File: config.mk
export PLATFORM = sky130hd
export DESIGN_NAME = clk_div_bank
export DESIGN_NICKNAME = d
export VERILOG_FILES = /design/src/rtl/clk_div_bank.sv
export SDC_FILE = /design/constraint.sdc
export NUM_CORES = 1
export LEC_CHECK = 0
export BUFFER_PORTS_ARGS = -buffer_cell sky130_fd_sc_hd__buf_2
export CAP_MARGIN = 20
export CELL_PAD_IN_SITES_DETAIL_PLACEMENT = 1
export CELL_PAD_IN_SITES_GLOBAL_PLACEMENT = 1
export CORE_MARGIN = 4
export CORE_UTILIZATION = 35
export CTS_CLUSTER_DIAMETER = 100
export CTS_CLUSTER_SIZE = 20
export DETAILED_ROUTE_END_ITERATION = 8
export GPL_TIMING_DRIVEN = 0
export PLACE_DENSITY_LB_ADDON = 0.1
export SLEW_MARGIN = 5
export SYNTH_ARGS = -nofsm -noshare
export SYNTH_HDL_FRONTEND = slang
export SYNTH_SLANG_ARGS = --single-unit
File: constraint.sdc
create_clock -name iClk -period 4.5 [get_ports iClk]
set_input_delay 0.45 -clock iClk [delete_from_list [all_inputs] [get_ports iClk]]
set_output_delay 0.45 -clock iClk [all_outputs]
set_load 0.02 [all_outputs]
File: src/rtl/clk_div_bank.sv
// clk_div_bank: bank of 2**CH_BITS independent clock dividers with shadow-loaded divisors.
// Optional macro CLK_DIV_BANK_SYNC_EN adds the iSync phase-align input.
module clk_div_bank #(
    parameter int unsigned CH_BITS     = 2,
    parameter int unsigned CNT_BITS    = 8,
    parameter int unsigned DEFAULT_DIV = 8
) (
    input  logic                    iClk,
    input  logic                    iRst,
    input  logic                    iWrEn,
    input  logic [CH_BITS-1:0]      ivWrChan,
    input  logic [CNT_BITS-1:0]     ivWrDiv,
    input  logic [(2**CH_BITS)-1:0] ivChanEn,
`ifdef CLK_DIV_BANK_SYNC_EN
    input  logic                    iSync,
`endif
    output logic [(2**CH_BITS)-1:0] ovClkDiv,
    output logic [(2**CH_BITS)-1:0] ovTick,
    output logic [(2**CH_BITS)-1:0] ovPending
);
    localparam int unsigned CHANNELS = 2**CH_BITS;
    localparam logic [CNT_BITS-1:0] DEF_DIV =
        (DEFAULT_DIV < 32'd2) ? CNT_BITS'(2) : CNT_BITS'(DEFAULT_DIV);

    typedef enum logic {ST_IDLE = 1'b0, ST_RUN = 1'b1} state_e;

    // Divisors below 2 cannot form a period, so they are stored as 2.
    function automatic logic [CNT_BITS-1:0] clamp_div(input logic [CNT_BITS-1:0] v);
        return (v < CNT_BITS'(2)) ? CNT_BITS'(2) : v;
    endfunction

    logic sync_c;
`ifdef CLK_DIV_BANK_SYNC_EN
    assign sync_c = iSync;
`else
    assign sync_c = 1'b0;
`endif

    for (genvar g = 0; g < CHANNELS; g++) begin : g_ch
        state_e              state_q, state_d;
        logic [CNT_BITS-1:0] cnt_q, cnt_d;
        logic [CNT_BITS-1:0] div_q, div_d;
        logic [CNT_BITS-1:0] shd_q, shd_d;
        logic                pend_q, pend_d;
        logic                tick_q, tick_d;
        logic                clk_q, clk_d;
        logic                en_c, wrap_c, restart_c, wr_hit_c;
        logic [CNT_BITS:0]   half_c;

        assign en_c      = ivChanEn[g];
        assign wrap_c    = (state_q == ST_RUN) && (cnt_q == div_q - CNT_BITS'(1));
        assign restart_c = en_c && ((state_q == ST_IDLE) || wrap_c || sync_c);
        assign wr_hit_c  = iWrEn && (ivWrChan == CH_BITS'(g));
        // High phase length ceil(D/2), computed on the divisor in force next cycle.
        assign half_c    = ({1'b0, div_d} + (CNT_BITS+1)'(1)) >> 1;

        // Next state: apply the shadow at period start or while idle, then land any write.
        always_comb begin
            state_d = state_q;
            cnt_d   = cnt_q;
            div_d   = div_q;
            shd_d   = shd_q;
            pend_d  = pend_q;
            if (pend_q && ((state_q == ST_IDLE) || restart_c)) begin
                div_d  = shd_q;
                pend_d = 1'b0;
            end
            if (wr_hit_c) begin
                shd_d  = clamp_div(ivWrDiv);
                pend_d = 1'b1;
            end
            if (!en_c) begin
                state_d = ST_IDLE;
                cnt_d   = '0;
            end else if (restart_c) begin
                state_d = ST_RUN;
                cnt_d   = '0;
            end else begin
                cnt_d   = cnt_q + CNT_BITS'(1);
            end
            tick_d = en_c && (cnt_d == '0);
            clk_d  = en_c && ({1'b0, cnt_d} < half_c);
        end

        always_ff @(posedge iClk or negedge iRst) begin
            if (!iRst) begin
                state_q <= ST_IDLE;
                cnt_q   <= '0;
                div_q   <= DEF_DIV;
                shd_q   <= DEF_DIV;
                pend_q  <= 1'b0;
                tick_q  <= 1'b0;
                clk_q   <= 1'b0;
            end else begin
                state_q <= state_d;
                cnt_q   <= cnt_d;
                div_q   <= div_d;
                shd_q   <= shd_d;
                pend_q  <= pend_d;
                tick_q  <= tick_d;
                clk_q   <= clk_d;
            end
        end

        assign ovTick[g]    = tick_q;
        assign ovClkDiv[g]  = clk_q;
        assign ovPending[g] = pend_q;
    end

endmodule

==> out/qor.yml, run 1 <==
hp-start: "ivChanEn[0]"
crit_path_end_kind: "register"
layout.nets: 885
die_y_um: 154
slew_violations: 0
clock_skew_ps: 7.44
r2r_slack_ps: 310
synthAdderAreaFrac: 0.0674
root_buffer: "clkbuf_16"
setup_viol: 0
internal_power_mw: 2.21
dpl-instance-area_um2: 7950
hold_path_depth: 2
start_util: 0.355
port_buffers: 28
slew-limit-headroom: 0.465
cts_tree: "built"
synth_common_cells: "dfrtp_1, nor2_1, nand2_1, xnor2_1, nand3_1"
seqPwrFrac: 0.405
reg2reg_from: "g_ch[2].div_q[0]"
crit_type: "reg -> reg"
synth_area_leaders: "dfrtp_1, xnor2_1, ha_1"
numCtsBuffers: 9
hold_path_class: "in -> reg"
grt_max_degree: 81
synth_compound_area_frac: 0.107
power.share.switching: 0.382
drv_cap: 0
status: "complete, no violations"
synthMuxAreaShare: 0.0886
slowest_stage: "a2111oi_0"
cp_data_required_time_ps: 4780
synth_top_area_frac: 0.350
synth.distinct_cells: 70
yosys.area.top_type: "dfrtp_1"
path_max_fanout: 10
place.gp.congestion: 0.790
drc: 0
syn_to_final_growth_pct: 12.5
fin_area_um2: 8360
period_minus_slack_ps: 4190
die_w_um: 154
overflow: 0
r2r_end: "g_ch[2].clk_q"
ys.flop_type: "dfrtp_1"
max_freq_mhz: 239
io_pins: 29
p_leak_nw: 3.53
via_count: 5907
clkSinkCount: 112
reg2reg_depth: 17
syn_avg_cell_area_um2: 9.41
cp.arrival_ps: 4470
dieArea_um2: 23600
antenna_found_initial: 0
wl_per_cell_um: 17.7
detail-route-antenna-nets: 0
row_count: 53
ys_seq_area_frac: 0.379
fin_crit_sh: 0.931
tightest_slew_ps: 801
p_per_area_nw_per_um2: 427
synth_xor_area_frac: 0.106
start_kind: "register"
synth_edf_count: 0
clock_path_buffers: 2
avgViaCountPerCell: 5.34
hold_viol: 0
coreArea_um2: 21000
num_antenna_cells: 0
clkPwrFrac: 0.215
synth_seq_cells: 112
ir_worst_vdd_mv: 0.199
grt_pass1_wl_um: 33300
p_total_mw: 3.57
crit_chain: "inv_1, ha_1, xnor2_1, a2111oi_0, nand2_1, o41a_1, buf_6, buf_8, mux2_1, ha_1, nand2_1, or3_1, ha_1, and4_1, nand2_1, nand4b_1, a31oi_1"
dp_hpwl_um: 15000
routed_wl_um: 19600
combPwrFrac: 0.380
switching_power_mw: 1.36
grt_usage: 0.171
first_iter_violations: 227
max_stage_delay_ps: 510
netlist_area_um2: 7430
final_layout_size_suffix_gt1_frac: 0.174
cts.clk_slew.worst_paths_ps: 70
drtPass1Iterations: 4
ys_warn_count: 0
clk_latency_ps: 350
grt_pass1_vias: 6283
synth_top_family_by_area: "simple AND/OR/NAND/NOR gates"
synth.most_common_cell: "dfrtp_1"
synthSimpleGateAreaFrac: 0.201
min_to: "g_ch[0].state_q"
htreeDepth: 3
syn_inst: 790
synth.net_count: 847
async_flop_share: 1.00
==> cell families (layout without fill, tap and decap cells) <==
logic type,count (synthesis),after routing
AOI/OAI and AO/OA,118,118
DFF,112,112
xor gates and xnor gates,90,90
and+or+nand+nor,289,289
muxes,59,59
buffers and inverters,82,124
adders and majority gates,40,40
==> power by group through the flow <==
| stage | Combinational (mW) | Clock, mW | Sequential [mW] |
|---|---|---|---|
| after floorplan | 1.02 | 0 | 1.34 |
| after detailed placement | 1.35 | 0 | 1.42 |
| after CTS | 1.35 | 0.803 | 1.42 |
| after global routing | 1.52 | 0.847 | 1.48 |
| final | 1.35 | 0.767 | 1.45 |
| after global placement | 1.29 | 0 | 1.41 |
==> timing repair <==
item / CTS / global route
pin swaps: 1 / 4
hold buffers: 1 / 0
buffers inserted: 1 / 4
endpoints found under the hold margin: 31 / 0
gates resized for setup: 11 / 23
setup endpoints to repair: 3 / 3
==> flip-flops by register name (all words and copies together) (netlist names) <==
register      flops
g_ch.cnt_q       32
g_ch.state_q      4
g_ch.clk_q        4
g_ch.shd_q       32
g_ch.tick_q       4
g_ch.pend_q       4
g_ch.div_q       32
==> layer usage <==
metal	share of wire	GRT usage	routed length [um]	vias up
li1	-	-	-	2870
met1	0.50	0.245	9830	2956
met2	0.47	0.276	9150	64
met3	0.016	0.0180	321	17
met4	0.016	0.0500	306	0
met5	0	0	0	-
==> stage by stage <==
step                      worst slack [ps]   util  setup TNS [ps]  instances  hold WS, ps
after CTS                             12.2  0.394               0       1105          327
after floorplan                        368      -               0        790          154
after global placement                -422  0.378            -736       1093          496
after detailed placement              -538  0.379           -1130       1094          372
final                                  309  0.399               0       1107          342
after global routing                 -17.7  0.399           -17.7       1107          357
==> how the worst max path moves through the flow <==
stage / end / slack [ps] / startpoint / depth (start not counted)
6_report: g_ch[2].clk_q / 310 / g_ch[2].div_q[0] / 17
5_1_grt: g_ch[0].clk_q / -20 / g_ch[0].div_q[0] / 19
4_1_cts: g_ch[3].clk_q / 10 / g_ch[3].div_q[0] / 19
3_5_place_dp: g_ch[3].clk_q / -540 / g_ch[3].div_q[0] / 20
3_3_place_gp: g_ch[0].clk_q / -420 / g_ch[0].div_q[0] / 23
2_1_floorplan: g_ch[0].clk_q / 370 / g_ch[0].div_q[0] / 23
==> layout by cell type (no fill, tap or decap), types with 6 or more instances in the layout <==
| master | Yosys | routed |
|---|---|---|
| a31oi_1 | 13 | 12 |
| ha_1 | 40 | 37 |
| inv_1 | 24 | 24 |
| nand4_1 | 16 | 16 |
| nand3_1 | 43 | 43 |
| mux2_2 | 34 | 34 |
| buf_4 | 12 | 17 |
| o21ai_0 | 22 | 22 |
| dfrtp_1 | 104 | 99 |
| clkbuf_16 | 0 | 9 |
| o21a_1 | 6 | 6 |
| dfstp_2 | 8 | 8 |
| o21ai_1 | 13 | 12 |
| mux2i_1 | 11 | 10 |
| and3_1 | 18 | 18 |
| nor3_1 | 22 | 20 |
| xnor2_1 | 61 | 61 |
| nor2_1 | 65 | 65 |
| nor2b_1 | 8 | 8 |
| nand2b_1 | 12 | 12 |
| a21oi_1 | 15 | 15 |
| o211ai_1 | 6 | 6 |
| mux2_1 | 12 | 12 |
| nand2_1 | 61 | 60 |
| or3_1 | 7 | 7 |
| buf_2 | 3 | 29 |
| clkbuf_1 | 39 | 30 |
| xor2_1 | 29 | 29 |
==> layout make-up <==
type	instances	area [um^2]
repair buffers	35	221
inverters	24	90.1
multi-input cells	596	4350
flip-flops and latches	112	2820
fillers	2439	12600
clock buffers	12	246
well taps	275	344
clock inverters	3	18.8
plain buffers	50	269
==> critical path, delay by kind of cell (launching register included) <==
kind                       cells  cell delay, ps
AOI/OAI and AO/OA              3            1060
adders and majority gates      3             810
buffers and inverters          3             380
DFF                            1             430
and+or+nand+nor                6            1090
muxes                          1             220
xor gates and xnor gates       1             150
No activity file was read; power rests on OpenSTA's default activity.
==> run 2, diff against run 1 <==
--- a/config.mk
+++ b/config.mk
@@ -15,7 +15,7 @@
 export CTS_CLUSTER_SIZE = 20
 export DETAILED_ROUTE_END_ITERATION = 8
 export GPL_TIMING_DRIVEN = 0
-export PLACE_DENSITY_LB_ADDON = 0.1
+export PLACE_DENSITY = 0.59
 export SLEW_MARGIN = 5
 export SYNTH_ARGS = -nofsm -noshare
 export SYNTH_HDL_FRONTEND = slang
==> out/qor.yml, run 2 (synthesis results as in run 1) <==
wl_per_cell_um: 17.6
dp_hpwl_um: 14800
hold_viol: 0
syn_to_final_growth_pct: 12.9
first_iter_violations: 265
num_antenna_cells: 0
hold_path_class: "in -> async"
final_cell_mix: "dfrtp_1, nor2_1, xnor2_1"
crit_path_end_kind: "register"
cts.clk_slew.worst_paths_ps: 80
path_buf_inv: 3
p_total_mw: 3.59
grt_usage: 0.167
final_common_cell: "dfrtp_1"
cts_tree: "built"
row_count: 53
slowest_stage: "a2111oi_0"
numCtsBuffers: 9
p_leak_nw: 3.55
port_buffers: 28
layout.nets: 889
ir_worst_vdd_mv: 0.261
reg2reg_from: "g_ch[2].div_q[0]"
crit_type: "reg -> reg"
via_count: 5931
r2r_slack_ps: 240
grt_pass1_wl_um: 32600
grt_max_degree: 58
avgViaCountPerCell: 5.33
fin_setup_tns_ps: 0
r2r_end: "g_ch[2].clk_q"
die_w_um: 154
p_per_area_nw_per_um2: 428
overflow: 0
antenna_found_initial: 0
cp_data_required_time_ps: 4790
io_pins: 29
slew_violations: 0
tightest_slew_ps: 810
die_y_um: 154
setup_viol: 0
final_layout_size_suffix_gt1_frac: 0.178
drtPass1Iterations: 4
period_minus_slack_ps: 4260
cp.arrival_ps: 4550
place.gp.congestion: 0.790
clk_latency_ps: 360
clkSinkCount: 112
crit_chain: "inv_1, ha_1, xnor2_1, a2111oi_0, nand2_1, o41a_1, buf_6, buf_8, mux2_1, ha_1, nand2_1, or3_1, ha_1, and4_1, nand2_1, nand4b_1, a31oi_1"
clock_skew_ps: 5.22
htreeDepth: 3
grt_pass1_vias: 6373
max_stage_delay_ps: 500
status: "complete, no violations"
cts_hold_buf: 0
dieArea_um2: 23600
drc: 0
root_buffer: "clkbuf_16"
path_max_fanout: 10
clock_path_buffers: 2
detail-route-antenna-nets: 0
drv_cap: 0
max_freq_mhz: 235
reg_top3: "g_ch.cnt_q (32), g_ch.div_q (32), g_ch.shd_q (32)"
whs_ps: 43.8
place_inst: 1094
final_cells: 1112
fillerInstances: 2439
slew-limit-headroom: 0.459
start_kind: "register"
routed_wl_um: 19600
coreArea_um2: 21000
fin_crit_sh: 0.947
start_util: 0.355
critPathTopFamily: "simple AND/OR/NAND/NOR gates"
reg2reg_depth: 17
==> run 2: changes by cell type in the layout (fill, tap and decap cells not counted), moves of 2 or more <==
cell      before  now
clkinv_2       2    0
dfrtp_2        5    3
nor3_1        20   22
buf_4         17   22
nor3_2         2    0
dfrtp_1       99  101
inv_6          0    4
==> run 2: through the flow <==
| step | util | area, um^2 | setup slack, ps |
|---|---|---|---|
| floorplan | - | 7430 | 368 |
| global route | 0.400 | 8390 | -24.3 |
| detailed placement | 0.379 | 7950 | -565 |
| global placement | 0.378 | 7920 | -361 |
| finish | 0.400 | 8390 | 238 |
| CTS | 0.395 | 8270 | 2.12 |
==> run 2: worst max-delay path by stage <==
| stage | from | endpoint | slack [ps] | cells after the start |
|---|---|---|---|---|
| 5_1_grt | g_ch[0].div_q[0] | g_ch[0].clk_q | -20 | 19 |
| 6_report | g_ch[2].div_q[0] | g_ch[2].clk_q | 240 | 17 |
| 3_3_place_gp | g_ch[0].div_q[0] | g_ch[0].clk_q | -360 | 23 |
| 4_1_cts | g_ch[0].div_q[0] | g_ch[0].clk_q | 2 | 20 |
| 2_1_floorplan | g_ch[0].div_q[0] | g_ch[0].clk_q | 370 | 23 |
| 3_5_place_dp | g_ch[0].div_q[0] | g_ch[0].clk_q | -570 | 22 |
==> run 2: power by group <==
part / leakage [nW] / total (mW) / internal [mW] / switching, mW
registers: 1.39 / 1.44 / 1.20 / 0.241
clock network: 0.137 / 0.809 / 0.387 / 0.421
logic: 2.02 / 1.34 / 0.609 / 0.728
==> run 2: layout make-up <==
type                    instances  area (um^2)  area share
plain buffers                  50          268      0.0319
clock buffers                   9          225      0.0269
clock inverters                 7         60.1     0.00716
inverters                      24         90.1      0.0107
multi-input cells             596         4330       0.517
flip-flops and latches        112         2820       0.336
well taps                     275          344      0.0410
repair buffers                 39          249      0.0297
==> run 2: worst reg2reg max path, delay by kind of cell, from the launching register on <==
family	cells	cell delay [ps]
AO/OA/AOI/OAI	3	1050
XOR/XNOR	1	150
adder cells (fa/ha/maj)	3	810
buffers and inverters	3	390
flip-flops	1	460
multiplexers	1	230
AND/OR/NAND/NOR	6	1090
==> run 2: repair_timing <==
item	4_1_cts	5_1_grt
pin swaps	1	2
gates cloned	0	0
buffers inserted	1	9
endpoints found under the setup margin	3	3
endpoints found under the hold margin	0	0
gates resized for setup	11	16
==> run 2: metal layers <==
metal	routed length [um]	GRT usage	up-vias
met1	9410	0.221	2986
met2	9570	0.288	38
li1	-	-	2882
met4	357	0.0509	0
met5	0	0	-
met3	263	0.0186	25
==> run 3, diff against run 2 <==
--- a/config.mk
+++ b/config.mk
@@ -11,11 +11,10 @@
 export CELL_PAD_IN_SITES_GLOBAL_PLACEMENT = 1
 export CORE_MARGIN = 4
 export CORE_UTILIZATION = 35
-export CTS_CLUSTER_DIAMETER = 100
 export CTS_CLUSTER_SIZE = 20
 export DETAILED_ROUTE_END_ITERATION = 8
 export GPL_TIMING_DRIVEN = 0
-export PLACE_DENSITY = 0.59
+export PLACE_DENSITY = 0.61
 export SLEW_MARGIN = 5
 export SYNTH_ARGS = -nofsm -noshare
 export SYNTH_HDL_FRONTEND = slang
==> constraint.sdc (replaced) <==
create_clock -name iClk -period 3.57 [get_ports iClk]
set_input_delay 0.357 -clock iClk [delete_from_list [all_inputs] [get_ports iClk]]
set_output_delay 0.357 -clock iClk [all_outputs]
set_load 0.02 [all_outputs]
==> out/qor.yml, run 3 (synthesis results as in run 1) <==
crit_type: "reg -> reg"
power.share.switching: 0.370
p_per_area_nw_per_um2: 566
hold_viol: 0
first_iter_violations: 245
status: "finished, violations left"
antenna_found_initial: 0
crit_path_end_kind: "register"
seqPwrFrac: 0.342
clkSinkCount: 112
start_util: 0.355
grt_pass1_wl_um: 34700
reg_top3: "g_ch.cnt_q (32), g_ch.div_q (32), g_ch.shd_q (32)"
grt_usage: 0.179
path_max_fanout: 6
max_freq_mhz: 257
slowest_stage: "dfrtp_1"
combPwrFrac: 0.441
htreeDepth: 3
tightest_slew_ps: 755
final_cell_mix: "dfrtp_1, buf_4, nor2_1"
fin_crit_sh: 1.09
crit_chain: "clkbuf_8, buf_4, nor3_4, xnor2_1, nor4_2, nand4_1, a21bo_4, clkbuf_16, o21ai_4, ha_4, nand3_2, or2_4, mux2i_4, xnor2_2, ha_2, a21o_1, nand2_1, nand3b_1, o41ai_2"
p_leak_nw: 4.02
cts.clk_slew.worst_paths_ps: 80
routed_wl_um: 21200
clk_latency_ps: 360
ir_worst_vdd_mv: 0.269
violations: "negative setup slack"
p_total_mw: 5.33
slew-limit-headroom: 0.494
drtPass1Iterations: 4
io_pins: 29
cp_data_required_time_ps: 3830
detail-route-antenna-nets: 0
drc: 0
port_buffers: 28
final_common_cell: "dfrtp_1"
die_w_um: 154
cp.arrival_ps: 4150
start_kind: "register"
fin_ws_ps: -315
grt_setup_unrepaired: "true"
clkPwrFrac: 0.218
clock_path_buffers: 2
crit_start: "g_ch[0].div_q[2]"
hp-start: "ivChanEn[0]"
reg2reg_from: "g_ch[0].div_q[2]"
setup_viol: 4
hold_path_class: "in -> reg"
row_count: 53
num_antenna_cells: 0
slew_violations: 0
fin_setup_tns_ps: -474
wl_per_cell_um: 18.2
numCtsBuffers: 9
grt_max_degree: 72
syn_to_final_growth_pct: 26.7
grt_pass1_vias: 6742
dieArea_um2: 23600
switching_power_mw: 1.97
avgViaCountPerCell: 5.33
overflow: 0
max_stage_delay_ps: 390
place.gp.congestion: 0.819
dp_hpwl_um: 14600
final_layout_size_suffix_gt1_frac: 0.302
via_count: 6198
period_minus_slack_ps: 3890
root_buffer: "clkbuf_16"
fillerInstances: 2392
die_y_um: 154
layout.nets: 939
internal_power_mw: 3.36
clock_skew_ps: 9.42
drv_cap: 0
coreArea_um2: 21000
cts_tree: "built"
## run 3: changes by cell type in the layout (fill, tap and decap cells not counted), moves of 5 or more
| cell | change |
|---|---|
| inv_1 | -5 |
| xnor2_1 | -6 |
| ha_1 | -9 |
| xnor2_2 | +6 |
| ha_4 | +9 |
| clkbuf_1 | -9 |
| buf_4 | +53 |
| clkbuf_8 | +7 |
## run 3: power groups by stage
stage	clock [mW]	combinational, mW	sequential (mW)
after floorplan	0	1.43	1.70
after global placement	0	1.76	1.78
after detailed placement	0	1.85	1.78
after CTS	1.19	2.24	1.81
after global routing	1.25	2.56	1.86
final	1.16	2.35	1.82
## run 3: path summary, 6_finish.rpt
kind	endpoint	slack, ps	cells after the start
setup / recovery	g_ch[0].clk_q	-320	19
hold / removal	g_ch[0].state_q	240	2
setup reg to reg	g_ch[0].clk_q	-320	19
hold reg to reg	g_ch[1].shd_q[0]	500	2
max in group asynchronous	g_ch[3].div_q[1]	2340	3
min in group asynchronous	g_ch[1].cnt_q[4]	480	2
## run 3: repair_timing
action | 4_1_cts | 5_1_grt
resized for setup | 74 | 21
hold buffers | 1 | 0
setup buffers | 54 | 10
pin swaps | 61 | 26
hold endpoints to repair | 37 | 0
endpoints found under the setup margin | 4 | 4
gates cloned | 1 | 0
## run 3: per-layer routing
| layer | GRT usage | up-vias | part of all wire |
|---|---|---|---|
| met4 | 0.0572 | 0 | 0.018 |
| met5 | 0 | - | 0 |
| met1 | 0.235 | 3123 | 0.46 |
| li1 | - | 2972 | - |
| met2 | 0.309 | 73 | 0.50 |
| met3 | 0.0197 | 30 | 0.021 |
## run 3: critical path: cells and delay by family, from the launching register on
family                     cells  cell delay, ps
adders and majority gates      2             370
xor gates and xnor gates       2             200
and+or+nand+nor                7            1230
DFF                            1             390
AOI/OAI and AO/OA              4             920
buffers and inverters          3             460
muxes                          1             200
## run 3: area by class of cell
| cell class | count | area, um^2 | area share |
|---|---|---|---|
| clock buffers | 12 | 256 | 0.0272 |
| clock inverters | 4 | 76.3 | 0.00811 |
| plain buffers | 44 | 332 | 0.0352 |
| repair buffers | 95 | 683 | 0.0726 |
| inverters | 24 | 103 | 0.0109 |
| flip-flops and latches | 112 | 2820 | 0.300 |
| multi-input cells | 596 | 4800 | 0.510 |
| well taps | 275 | 344 | 0.0366 |
## run 3: metrics by stage
stage,area (um^2),setup slack [ps],utilization,hold WS (ps),std cells
floorplan,7670,-84.1,-,61.4,790
global placement,8160,-664,0.389,498,1093
detailed placement,8190,-805,0.391,312,1094
CTS,9280,-249,0.443,236,1155
global route,9410,-497,0.449,254,1162
finish,9410,-315,0.449,244,1162
